[config.mk]
export PLATFORM = sky130hd
export DESIGN_NAME = draw_ball_flat
export DESIGN_NICKNAME = d
export VERILOG_FILES = /design/src/rtl/pong_pkg.sv /design/src/rtl/draw_ball_if.sv /design/src/rtl/draw_ball_motion.sv /design/src/rtl/draw_ball.sv /design/src/flat_wrapper.sv
export SDC_FILE = /design/constraint.sdc
export NUM_CORES = 1
export LEC_CHECK = 0
export CORE_ASPECT_RATIO = 0.8
export CORE_MARGIN = 8
export CORE_UTILIZATION = 53
export CTS_CLUSTER_SIZE = 14
export DETAILED_ROUTE_END_ITERATION = 6
export GPL_ROUTABILITY_DRIVEN = 0
export MAX_ROUTING_LAYER = met4
export PLACE_DENSITY = 0.86
export SYNTH_ARGS = -nofsm -noshare
export SYNTH_HDL_FRONTEND = slang
export SYNTH_SLANG_ARGS = --single-unit
[constraint.sdc]
create_clock -name pclk -period 4.5 [get_ports pclk]
set_input_delay 1.35 -clock pclk [delete_from_list [all_inputs] [get_ports pclk]]
set_output_delay 1.35 -clock pclk [all_outputs]
set_load 0.01 [all_outputs]
[src/rtl/pong_pkg.sv]
// Shared constants, typedefs and ball FSM encoding for the PONG video chain.
package pong_pkg;

    typedef logic [10:0] coord_t;
    typedef logic [11:0] rgb_t;

    localparam int   H_ACTIVE   = 1024;
    localparam int   V_ACTIVE   = 768;
    localparam int   BALL_SIZE  = 16;
    localparam int   SPEED      = 4;
    localparam rgb_t BALL_COLOR = 12'hfff;
    localparam rgb_t RGB_BLACK  = 12'h000;

    localparam logic [1:0] IDLE = 2'd0;
    localparam logic [1:0] MOVE = 2'd1;
    localparam logic [1:0] MISS = 2'd2;

    localparam logic DIR_LEFT  = 1'b0;
    localparam logic DIR_RIGHT = 1'b1;
    localparam logic DIR_UP    = 1'b0;
    localparam logic DIR_DOWN  = 1'b1;

endpackage

[src/rtl/draw_ball_if.sv]
// Video timing + colour bundle passed between draw stages.
interface draw_ball_if;
    import pong_pkg::*;

    coord_t hcount;
    coord_t vcount;
    logic   hsync;
    logic   vsync;
    logic   hblnk;
    logic   vblnk;
    rgb_t   rgb;

    modport master (output hcount, vcount, hsync, vsync, hblnk, vblnk, rgb);
    modport slave  (input  hcount, vcount, hsync, vsync, hblnk, vblnk, rgb);

endinterface

[src/rtl/draw_ball_motion.sv]
// Ball position keeper: frame tick detect, serve/move/miss FSM, wall bounce and miss pulses.
module ball_motion #(
    parameter int H_ACTIVE  = pong_pkg::H_ACTIVE,
    parameter int V_ACTIVE  = pong_pkg::V_ACTIVE,
    parameter int BALL_SIZE = pong_pkg::BALL_SIZE,
    parameter int SPEED     = pong_pkg::SPEED
) (
    input  logic        pclk,
    input  logic        rst,
    input  logic        vblnk,
    input  logic        serve,
    input  logic        serve_dir,
    input  logic        bounce_x,
    output logic [10:0] ball_x,
    output logic [10:0] ball_y,
    output logic        miss_left,
    output logic        miss_right
);
    import pong_pkg::*;

    localparam logic [10:0] X_CENTRE = 11'((H_ACTIVE - BALL_SIZE) / 2);
    localparam logic [10:0] Y_CENTRE = 11'((V_ACTIVE - BALL_SIZE) / 2);
    localparam logic [11:0] X_MAX    = 12'(H_ACTIVE - BALL_SIZE);
    localparam logic [11:0] Y_MAX    = 12'(V_ACTIVE - BALL_SIZE);
    localparam logic [11:0] STEP     = 12'(SPEED);

    logic [1:0]  state;
    logic        vblnk_q;
    logic        tick;
    logic        bounce_q;
    logic        bounce_now;
    logic        dir_x;
    logic        dir_y;
    logic        dir_x_eff;
    logic        dir_y_next;
    logic        edge_hit;
    logic [10:0] x_next;
    logic [10:0] y_next;

    assign tick       = vblnk & ~vblnk_q;
    assign bounce_now = bounce_q | bounce_x;
    assign dir_x_eff  = bounce_now ? ~dir_x : dir_x;

    always_comb begin
        y_next     = ball_y;
        dir_y_next = dir_y;
        if (dir_y == DIR_DOWN) begin
            if ({1'b0, ball_y} + STEP >= Y_MAX) begin
                y_next     = Y_MAX[10:0];
                dir_y_next = DIR_UP;
            end else begin
                y_next = ball_y + STEP[10:0];
            end
        end else begin
            if ({1'b0, ball_y} < STEP) begin
                y_next     = '0;
                dir_y_next = DIR_DOWN;
            end else begin
                y_next = ball_y - STEP[10:0];
            end
        end
    end

    // An edge reached right after a bounce clamps to the wall instead of missing.
    always_comb begin
        x_next   = ball_x;
        edge_hit = 1'b0;
        if (dir_x_eff == DIR_RIGHT) begin
            if ({1'b0, ball_x} + STEP >= X_MAX) begin
                edge_hit = 1'b1;
                x_next   = X_MAX[10:0];
            end else begin
                x_next = ball_x + STEP[10:0];
            end
        end else begin
            if ({1'b0, ball_x} < STEP) begin
                edge_hit = 1'b1;
                x_next   = '0;
            end else begin
                x_next = ball_x - STEP[10:0];
            end
        end
    end

    always_ff @(posedge pclk) begin
        if (rst) begin
            vblnk_q    <= 1'b0;
            bounce_q   <= 1'b0;
            state      <= IDLE;
            dir_x      <= DIR_RIGHT;
            dir_y      <= DIR_DOWN;
            ball_x     <= X_CENTRE;
            ball_y     <= Y_CENTRE;
            miss_left  <= 1'b0;
            miss_right <= 1'b0;
        end else begin
            vblnk_q <= vblnk;
            if (tick) begin
                bounce_q <= 1'b0;
            end else if (bounce_x) begin
                bounce_q <= 1'b1;
            end

            case (state)
                IDLE: begin
                    ball_x <= X_CENTRE;
                    ball_y <= Y_CENTRE;
                    if (serve) begin
                        dir_x <= serve_dir;
                        dir_y <= DIR_DOWN;
                        state <= MOVE;
                    end
                end
                MOVE: begin
                    if (tick) begin
                        dir_x  <= dir_x_eff;
                        dir_y  <= dir_y_next;
                        ball_y <= y_next;
                        if (edge_hit && !bounce_now) begin
                            miss_right <= (dir_x_eff == DIR_RIGHT);
                            miss_left  <= (dir_x_eff == DIR_LEFT);
                            state      <= MISS;
                        end else begin
                            ball_x <= x_next;
                        end
                    end
                end
                MISS: begin
                    ball_x     <= X_CENTRE;
                    ball_y     <= Y_CENTRE;
                    miss_left  <= 1'b0;
                    miss_right <= 1'b0;
                    state      <= IDLE;
                end
                default: state <= IDLE;
            endcase
        end
    end

endmodule

[src/rtl/draw_ball.sv]
// PONG draw stage: overlays the ball on the background stream with 1-cycle latency.
// Optional DRAW_BALL_ROUND_EN draws a disc instead of a square.
module draw_ball #(
    parameter int          H_ACTIVE   = pong_pkg::H_ACTIVE,
    parameter int          V_ACTIVE   = pong_pkg::V_ACTIVE,
    parameter int          BALL_SIZE  = pong_pkg::BALL_SIZE,
    parameter int          SPEED      = pong_pkg::SPEED,
    parameter logic [11:0] BALL_COLOR = pong_pkg::BALL_COLOR
) (
    input  logic              pclk,
    input  logic              rst,
    draw_ball_if.slave        bg,
    draw_ball_if.master       disp,
    input  logic              serve,
    input  logic              serve_dir,
    input  logic              bounce_x,
    output logic [10:0]       ball_x,
    output logic [10:0]       ball_y,
    output logic              miss_left,
    output logic              miss_right
);
    import pong_pkg::*;

    coord_t      hcount_p1;
    coord_t      vcount_p1;
    logic        hsync_p1;
    logic        vsync_p1;
    logic        hblnk_p1;
    logic        vblnk_p1;
    rgb_t        rgb_p1;
    logic [11:0] x_end;
    logic [11:0] y_end;
    logic        in_x;
    logic        in_y;
    logic        in_disc;
    logic        hit;

    ball_motion #(
        .H_ACTIVE  (H_ACTIVE),
        .V_ACTIVE  (V_ACTIVE),
        .BALL_SIZE (BALL_SIZE),
        .SPEED     (SPEED)
    ) u_motion (
        .pclk       (pclk),
        .rst        (rst),
        .vblnk      (bg.vblnk),
        .serve      (serve),
        .serve_dir  (serve_dir),
        .bounce_x   (bounce_x),
        .ball_x     (ball_x),
        .ball_y     (ball_y),
        .miss_left  (miss_left),
        .miss_right (miss_right)
    );

    assign x_end = {1'b0, ball_x} + 12'(BALL_SIZE);
    assign y_end = {1'b0, ball_y} + 12'(BALL_SIZE);
    assign in_x  = (bg.hcount >= ball_x) && ({1'b0, bg.hcount} < x_end);
    assign in_y  = (bg.vcount >= ball_y) && ({1'b0, bg.vcount} < y_end);

`ifdef DRAW_BALL_ROUND_EN
    localparam logic signed [13:0] DIAM_M1 = 14'(BALL_SIZE - 1);
    localparam logic signed [28:0] RAD2X4  = 29'(BALL_SIZE * BALL_SIZE);

    coord_t             dx;
    coord_t             dy;
    logic signed [13:0] ex;
    logic signed [13:0] ey;
    logic signed [27:0] ex2;
    logic signed [27:0] ey2;
    logic signed [28:0] dist2;

    // Doubled offsets from the ball centre keep the test in integers.
    assign dx      = bg.hcount - ball_x;
    assign dy      = bg.vcount - ball_y;
    assign ex      = $signed({2'b00, dx, 1'b0}) - DIAM_M1;
    assign ey      = $signed({2'b00, dy, 1'b0}) - DIAM_M1;
    assign ex2     = ex * ex;
    assign ey2     = ey * ey;
    assign dist2   = 29'(ex2) + 29'(ey2);
    assign in_disc = (dist2 <= RAD2X4);
`else
    assign in_disc = 1'b1;
`endif

    assign hit = !bg.hblnk && !bg.vblnk && in_x && in_y && in_disc;

    // Stage p1: registered timing and composited colour
    always_ff @(posedge pclk) begin
        if (rst) begin
            hcount_p1 <= '0;
            vcount_p1 <= '0;
            hsync_p1  <= 1'b0;
            vsync_p1  <= 1'b0;
            hblnk_p1  <= 1'b0;
            vblnk_p1  <= 1'b0;
            rgb_p1    <= RGB_BLACK;
        end else begin
            hcount_p1 <= bg.hcount;
            vcount_p1 <= bg.vcount;
            hsync_p1  <= bg.hsync;
            vsync_p1  <= bg.vsync;
            hblnk_p1  <= bg.hblnk;
            vblnk_p1  <= bg.vblnk;
            rgb_p1    <= hit ? BALL_COLOR : bg.rgb;
        end
    end

    assign disp.hcount = hcount_p1;
    assign disp.vcount = vcount_p1;
    assign disp.hsync  = hsync_p1;
    assign disp.vsync  = vsync_p1;
    assign disp.hblnk  = hblnk_p1;
    assign disp.vblnk  = vblnk_p1;
    assign disp.rgb    = rgb_p1;

endmodule

[src/flat_wrapper.sv]
// flat-port wrapper written by rule: the top's interface ports become plain ports
module draw_ball_flat import pong_pkg::*;
#(
    parameter int          H_ACTIVE   = pong_pkg::H_ACTIVE,
    parameter int          V_ACTIVE   = pong_pkg::V_ACTIVE,
    parameter int          BALL_SIZE  = pong_pkg::BALL_SIZE,
    parameter int          SPEED      = pong_pkg::SPEED,
    parameter logic [11:0] BALL_COLOR = pong_pkg::BALL_COLOR
)
  (pclk, rst, serve, serve_dir, bounce_x, ball_x, ball_y, miss_left, miss_right, bg_hcount, bg_vcount, bg_hsync, bg_vsync, bg_hblnk, bg_vblnk, bg_rgb, disp_hcount, disp_vcount, disp_hsync, disp_vsync, disp_hblnk, disp_vblnk, disp_rgb);
  draw_ball_if bg_i ();
  draw_ball_if disp_i ();
  input  logic pclk;
  input  logic rst;
  input  logic serve;
  input  logic serve_dir;
  input  logic bounce_x;
  output logic [10:0] ball_x;
  output logic [10:0] ball_y;
  output logic miss_left;
  output logic miss_right;
  input wire logic [$bits(bg_i.hcount)-1:0] bg_hcount;
  input wire logic [$bits(bg_i.vcount)-1:0] bg_vcount;
  input wire logic [$bits(bg_i.hsync)-1:0] bg_hsync;
  input wire logic [$bits(bg_i.vsync)-1:0] bg_vsync;
  input wire logic [$bits(bg_i.hblnk)-1:0] bg_hblnk;
  input wire logic [$bits(bg_i.vblnk)-1:0] bg_vblnk;
  input wire logic [$bits(bg_i.rgb)-1:0] bg_rgb;
  output wire logic [$bits(disp_i.hcount)-1:0] disp_hcount;
  output wire logic [$bits(disp_i.vcount)-1:0] disp_vcount;
  output wire logic [$bits(disp_i.hsync)-1:0] disp_hsync;
  output wire logic [$bits(disp_i.vsync)-1:0] disp_vsync;
  output wire logic [$bits(disp_i.hblnk)-1:0] disp_hblnk;
  output wire logic [$bits(disp_i.vblnk)-1:0] disp_vblnk;
  output wire logic [$bits(disp_i.rgb)-1:0] disp_rgb;
  assign bg_i.hcount = bg_hcount;
  assign bg_i.vcount = bg_vcount;
  assign bg_i.hsync = bg_hsync;
  assign bg_i.vsync = bg_vsync;
  assign bg_i.hblnk = bg_hblnk;
  assign bg_i.vblnk = bg_vblnk;
  assign bg_i.rgb = bg_rgb;
  assign disp_hcount = disp_i.hcount;
  assign disp_vcount = disp_i.vcount;
  assign disp_hsync = disp_i.hsync;
  assign disp_vsync = disp_i.vsync;
  assign disp_hblnk = disp_i.hblnk;
  assign disp_vblnk = disp_i.vblnk;
  assign disp_rgb = disp_i.rgb;
  draw_ball #(.H_ACTIVE(H_ACTIVE), .V_ACTIVE(V_ACTIVE), .BALL_SIZE(BALL_SIZE), .SPEED(SPEED), .BALL_COLOR(BALL_COLOR)) u_core (.pclk(pclk), .rst(rst), .bg(bg_i), .disp(disp_i), .serve(serve), .serve_dir(serve_dir), .bounce_x(bounce_x), .ball_x(ball_x), .ball_y(ball_y), .miss_left(miss_left), .miss_right(miss_right));
endmodule
==> results.json <==
{
  "drt-initial-drc-count": 422,
  "post_drt_via_cell_ratio": 5.98,
  "floorplan.die_area_um2": 10700,
  "post-place-ws_ps": 470,
  "cp.required_ps": 4750,
  "seq_power_share_pct": 41.3,
  "worst_r2r_src": "u_core.u_motion.ball_y[4]",
  "fin_setup_tns_ps": 0,
  "clk_pin_slew_worst_paths_ps": 70,
  "cts_made_buffers": 9,
  "yosysSeqAreaShare_pct": 31.1,
  "power_density_over_the_cells_nw_per_um2": 277,
  "placement_rows": 28,
  "run_status": "finished, final reports clean",
  "layout_worst_path_cycle_share_pct": 80.4,
  "root_buffer": "sky130_fd_sc_hd__clkbuf_8",
  "routedWlPerCell_um": 17.7,
  "total_switching_power_w": 0.000406,
  "synth-edff-count": 0,
  "setup.worst_path.class": "input pin to register",
  "ys_top_cells_by_area": "sky130_fd_sc_hd__dfxtp_1, sky130_fd_sc_hd__ha_1, sky130_fd_sc_hd__nor2b_1",
  "route.detailed.drc": 0,
  "first_global_vias": 3853,
  "drt_first_pass_iters": 5,
  "slew_violations": 0,
  "post_route_cells_drive_above_1_share_pct": 7.35,
  "synth_area_leader_cell": "sky130_fd_sc_hd__dfxtp_1",
  "synth_cells": 464,
  "cts_max_path_buffers": 2,
  "yosys_register_bits": 63,
  "synth_area_um2": 4060,
  "syn_avg_cell_area_um2": 8.75,
  "hold_class": "register to register",
  "finalSetupViolCount": 0,
  "nFillCells": 583,
  "skew_ps": 10.4,
  "finalCriticalPeriod_ps": 3620,
  "layout.cells.most_common_list": "sky130_fd_sc_hd__clkdlybuf4s50_1, sky130_fd_sc_hd__dfxtp_1, sky130_fd_sc_hd__ha_1",
  "ios": 105,
  "power.ir.vdd_worst_mv": 0.191,
  "grt-ovfl-total": 0,
  "share_comb_of_total_power_pct": 21.0,
  "timing.max_cap.violations": 0,
  "final.setup.worst_slack_ps": 884,
  "clock_latency_ps": 350,
  "dieWidth_um": 114,
  "area_delta_synth_final_pct": 29.8,
  "buffer_ports.inserted": 100,
  "grt_usage_pct": 22.6,
  "grt_pass1_wl_um": 19100,
  "min_delay_path_depth": 2,
  "clock_sinks": 63,
  "routed_wirelength_um": 11700,
  "clockPowerShare_pct": 37.7,
  "timing.critical_path.arrival_ps": 3860,
  "synth_top_cell_area_share_pct": 31.1,
  "end_kind": "register",
  "htreeDepth": 3,
  "tritoncts_clock_tree": "done",
  "post-cts-setup-buffer-count": 0,
  "worst-r2r-setup-slack_ps": 1140,
  "vias": 3968,
  "start_kind": "input pin",
  "area_taken_by_flip_flops_and_latches_um2": 1260,
  "reg2reg_to": "u_core.disp.rgb[11]",
  "ctsResizeCount": 0,
  "holdPathEnd": "u_core.u_motion.miss_right",
  "async_flop_share_pct": 0,
  "ys.flop_type": "sky130_fd_sc_hd__dfxtp_1",
  "post-dp-hpwl_um": 8740,
  "fp.dieH_um": 94.3,
  "coreArea_um2": 7430,
  "final_common_cell": "sky130_fd_sc_hd__clkdlybuf4s50_1",
  "timing.hold.worst.start": "u_core.u_motion.miss_right",
  "grt_start_max_net_pins": 52,
  "highest_achievable_clock_rate_mhz": 277,
  "nets": 638,
  "reg2regPathDepth": 9,
  "timing_worst_slew_pin_value_ps": 1150,
  "antennaDiodeCount": 0,
  "grt_antenna_before_repair": 0,
  "timing.critical_path.from": "bg_vcount[5]",
  "path_max_fanout": 12,
  "start_util_pct": 54.6,
  "synth.yosys.warnings": 0,
  "antenna_violating_nets_post_route": 0,
  "synth_cell_types": 73,
  "grt_setup_unrepaired": "false",
  "leakage_nw": 2.12,
  "multiInputGateArea_um2": 2530,
  "max-slew-margin-rel_pct": 23.6,
  "cts_hold_buffers": 0,
  "p_sw_share_pct": 27.8,
  "report.final.hold_viol_count": 0,
  "internal_power_w": 0.00106
}
[registers in the layout, indices dropped and copies added (netlist names)]
| signal | count |
|---|---|
| u_core.u_motion.miss_left | 1 |
| u_core.u_motion.ball_y | 9 |
| u_core.disp.hblnk | 1 |
| u_core.disp.vsync | 1 |
| u_core.disp.vblnk | 1 |
| u_core.u_motion.ball_x | 9 |
| u_core.disp.hcount | 11 |
| u_core.u_motion.state | 2 |
| u_core.disp.rgb | 12 |
| u_core.u_motion.dir_y | 1 |
| u_core.u_motion.dir_x | 1 |
| u_core.disp.vcount | 11 |
| u_core.u_motion.miss_right | 1 |
| u_core.disp.hsync | 1 |
| u_core.u_motion.bounce_q | 1 |
[synthesized netlist by cell type (4+ instances only)]
library cell and count:
sky130_fd_sc_hd__o31ai_1 6, sky130_fd_sc_hd__dfxtp_1 63, sky130_fd_sc_hd__nand2b_1 10, sky130_fd_sc_hd__nor3_1 14, sky130_fd_sc_hd__ha_1 41, sky130_fd_sc_hd__o221ai_1 4
sky130_fd_sc_hd__nor2_1 23, sky130_fd_sc_hd__buf_4 7, sky130_fd_sc_hd__a21oi_1 22, sky130_fd_sc_hd__clkbuf_1 11, sky130_fd_sc_hd__a31oi_1 8, sky130_fd_sc_hd__o2111ai_1 5
sky130_fd_sc_hd__o21ai_0 13, sky130_fd_sc_hd__nand2_1 24, sky130_fd_sc_hd__o211ai_1 6, sky130_fd_sc_hd__a211oi_1 6, sky130_fd_sc_hd__buf_2 4, sky130_fd_sc_hd__nand3_1 9
sky130_fd_sc_hd__inv_1 34, sky130_fd_sc_hd__xnor2_1 19, sky130_fd_sc_hd__o41ai_1 6, sky130_fd_sc_hd__o22ai_1 15, sky130_fd_sc_hd__nor2b_1 31, sky130_fd_sc_hd__o21a_1 5
sky130_fd_sc_hd__nand4_1 4
[how the worst max path moves through the flow]
stage | endpoint | cells past startpoint
final | u_core.disp.rgb[11] | 7
after global routing | u_core.disp.rgb[8] | 8
after CTS | u_core.disp.rgb[11] | 7
after detailed placement | u_core.disp.rgb[11] | 7
after global placement | u_core.disp.rgb[10] | 7
after floorplan | u_core.disp.rgb[0] | 8
[per-stage QoR]
step                hold slack (ps)  utilization, %  power, W  std cells  cell area, um2
global placement                513            68.1  0.000906        648            5060
finish                          528            70.9   0.00146        663            5270
detailed placement              515            68.1  0.000916        648            5060
global route                    546            70.9   0.00152        663            5270
CTS                             530            70.9   0.00146        663            5270
floorplan                       516               -  0.000792        467            4070
[power by group through the flow]
| stage | clock network, W | logic (W) | registers [W] |
|---|---|---|---|
| floorplan | 0 | 0.000173 | 0.000618 |
| global placement | 0 | 0.000292 | 0.000614 |
| detailed placement | 0 | 0.000301 | 0.000615 |
| CTS | 0.000553 | 0.000305 | 0.000603 |
| global route | 0.000580 | 0.000338 | 0.000606 |
| finish | 0.000551 | 0.000307 | 0.000603 |
[layer usage]
layer  GRT usage [%]  share of wire, %
met1            28.0                43
met2            34.8                44
met3            6.36                11
met4            7.51               1.9
met5               -                 0
[area by class of cell]
type | count | area share, %
well taps | 105 | 2.49
inverters | 34 | 2.42
clock inverters | 4 | 1.33
clock buffers | 11 | 2.68
repair buffers | 102 | 19.2
flip-flops and latches | 63 | 23.9
multi-input cells | 344 | 47.9
[critical path: stages]
cell	delay (ps)
sky130_fd_sc_hd__clkdlybuf4s50_1	440
sky130_fd_sc_hd__ha_1	330
sky130_fd_sc_hd__a2111oi_0	380
sky130_fd_sc_hd__a21oi_1	110
sky130_fd_sc_hd__a2111oi_0	350
sky130_fd_sc_hd__o221ai_1	570
sky130_fd_sc_hd__o22ai_1	340
[cells by family after synthesis]
family / synth area share [%]
compound gates: 24.0
xor+xnor: 4.72
fa+ha+maj: 12.6
buf+inv: 6.97
flops: 31.1
mux: 1.08
other cells: 0.0924
simple gates: 19.5
(Power assumes the default switching activity.)
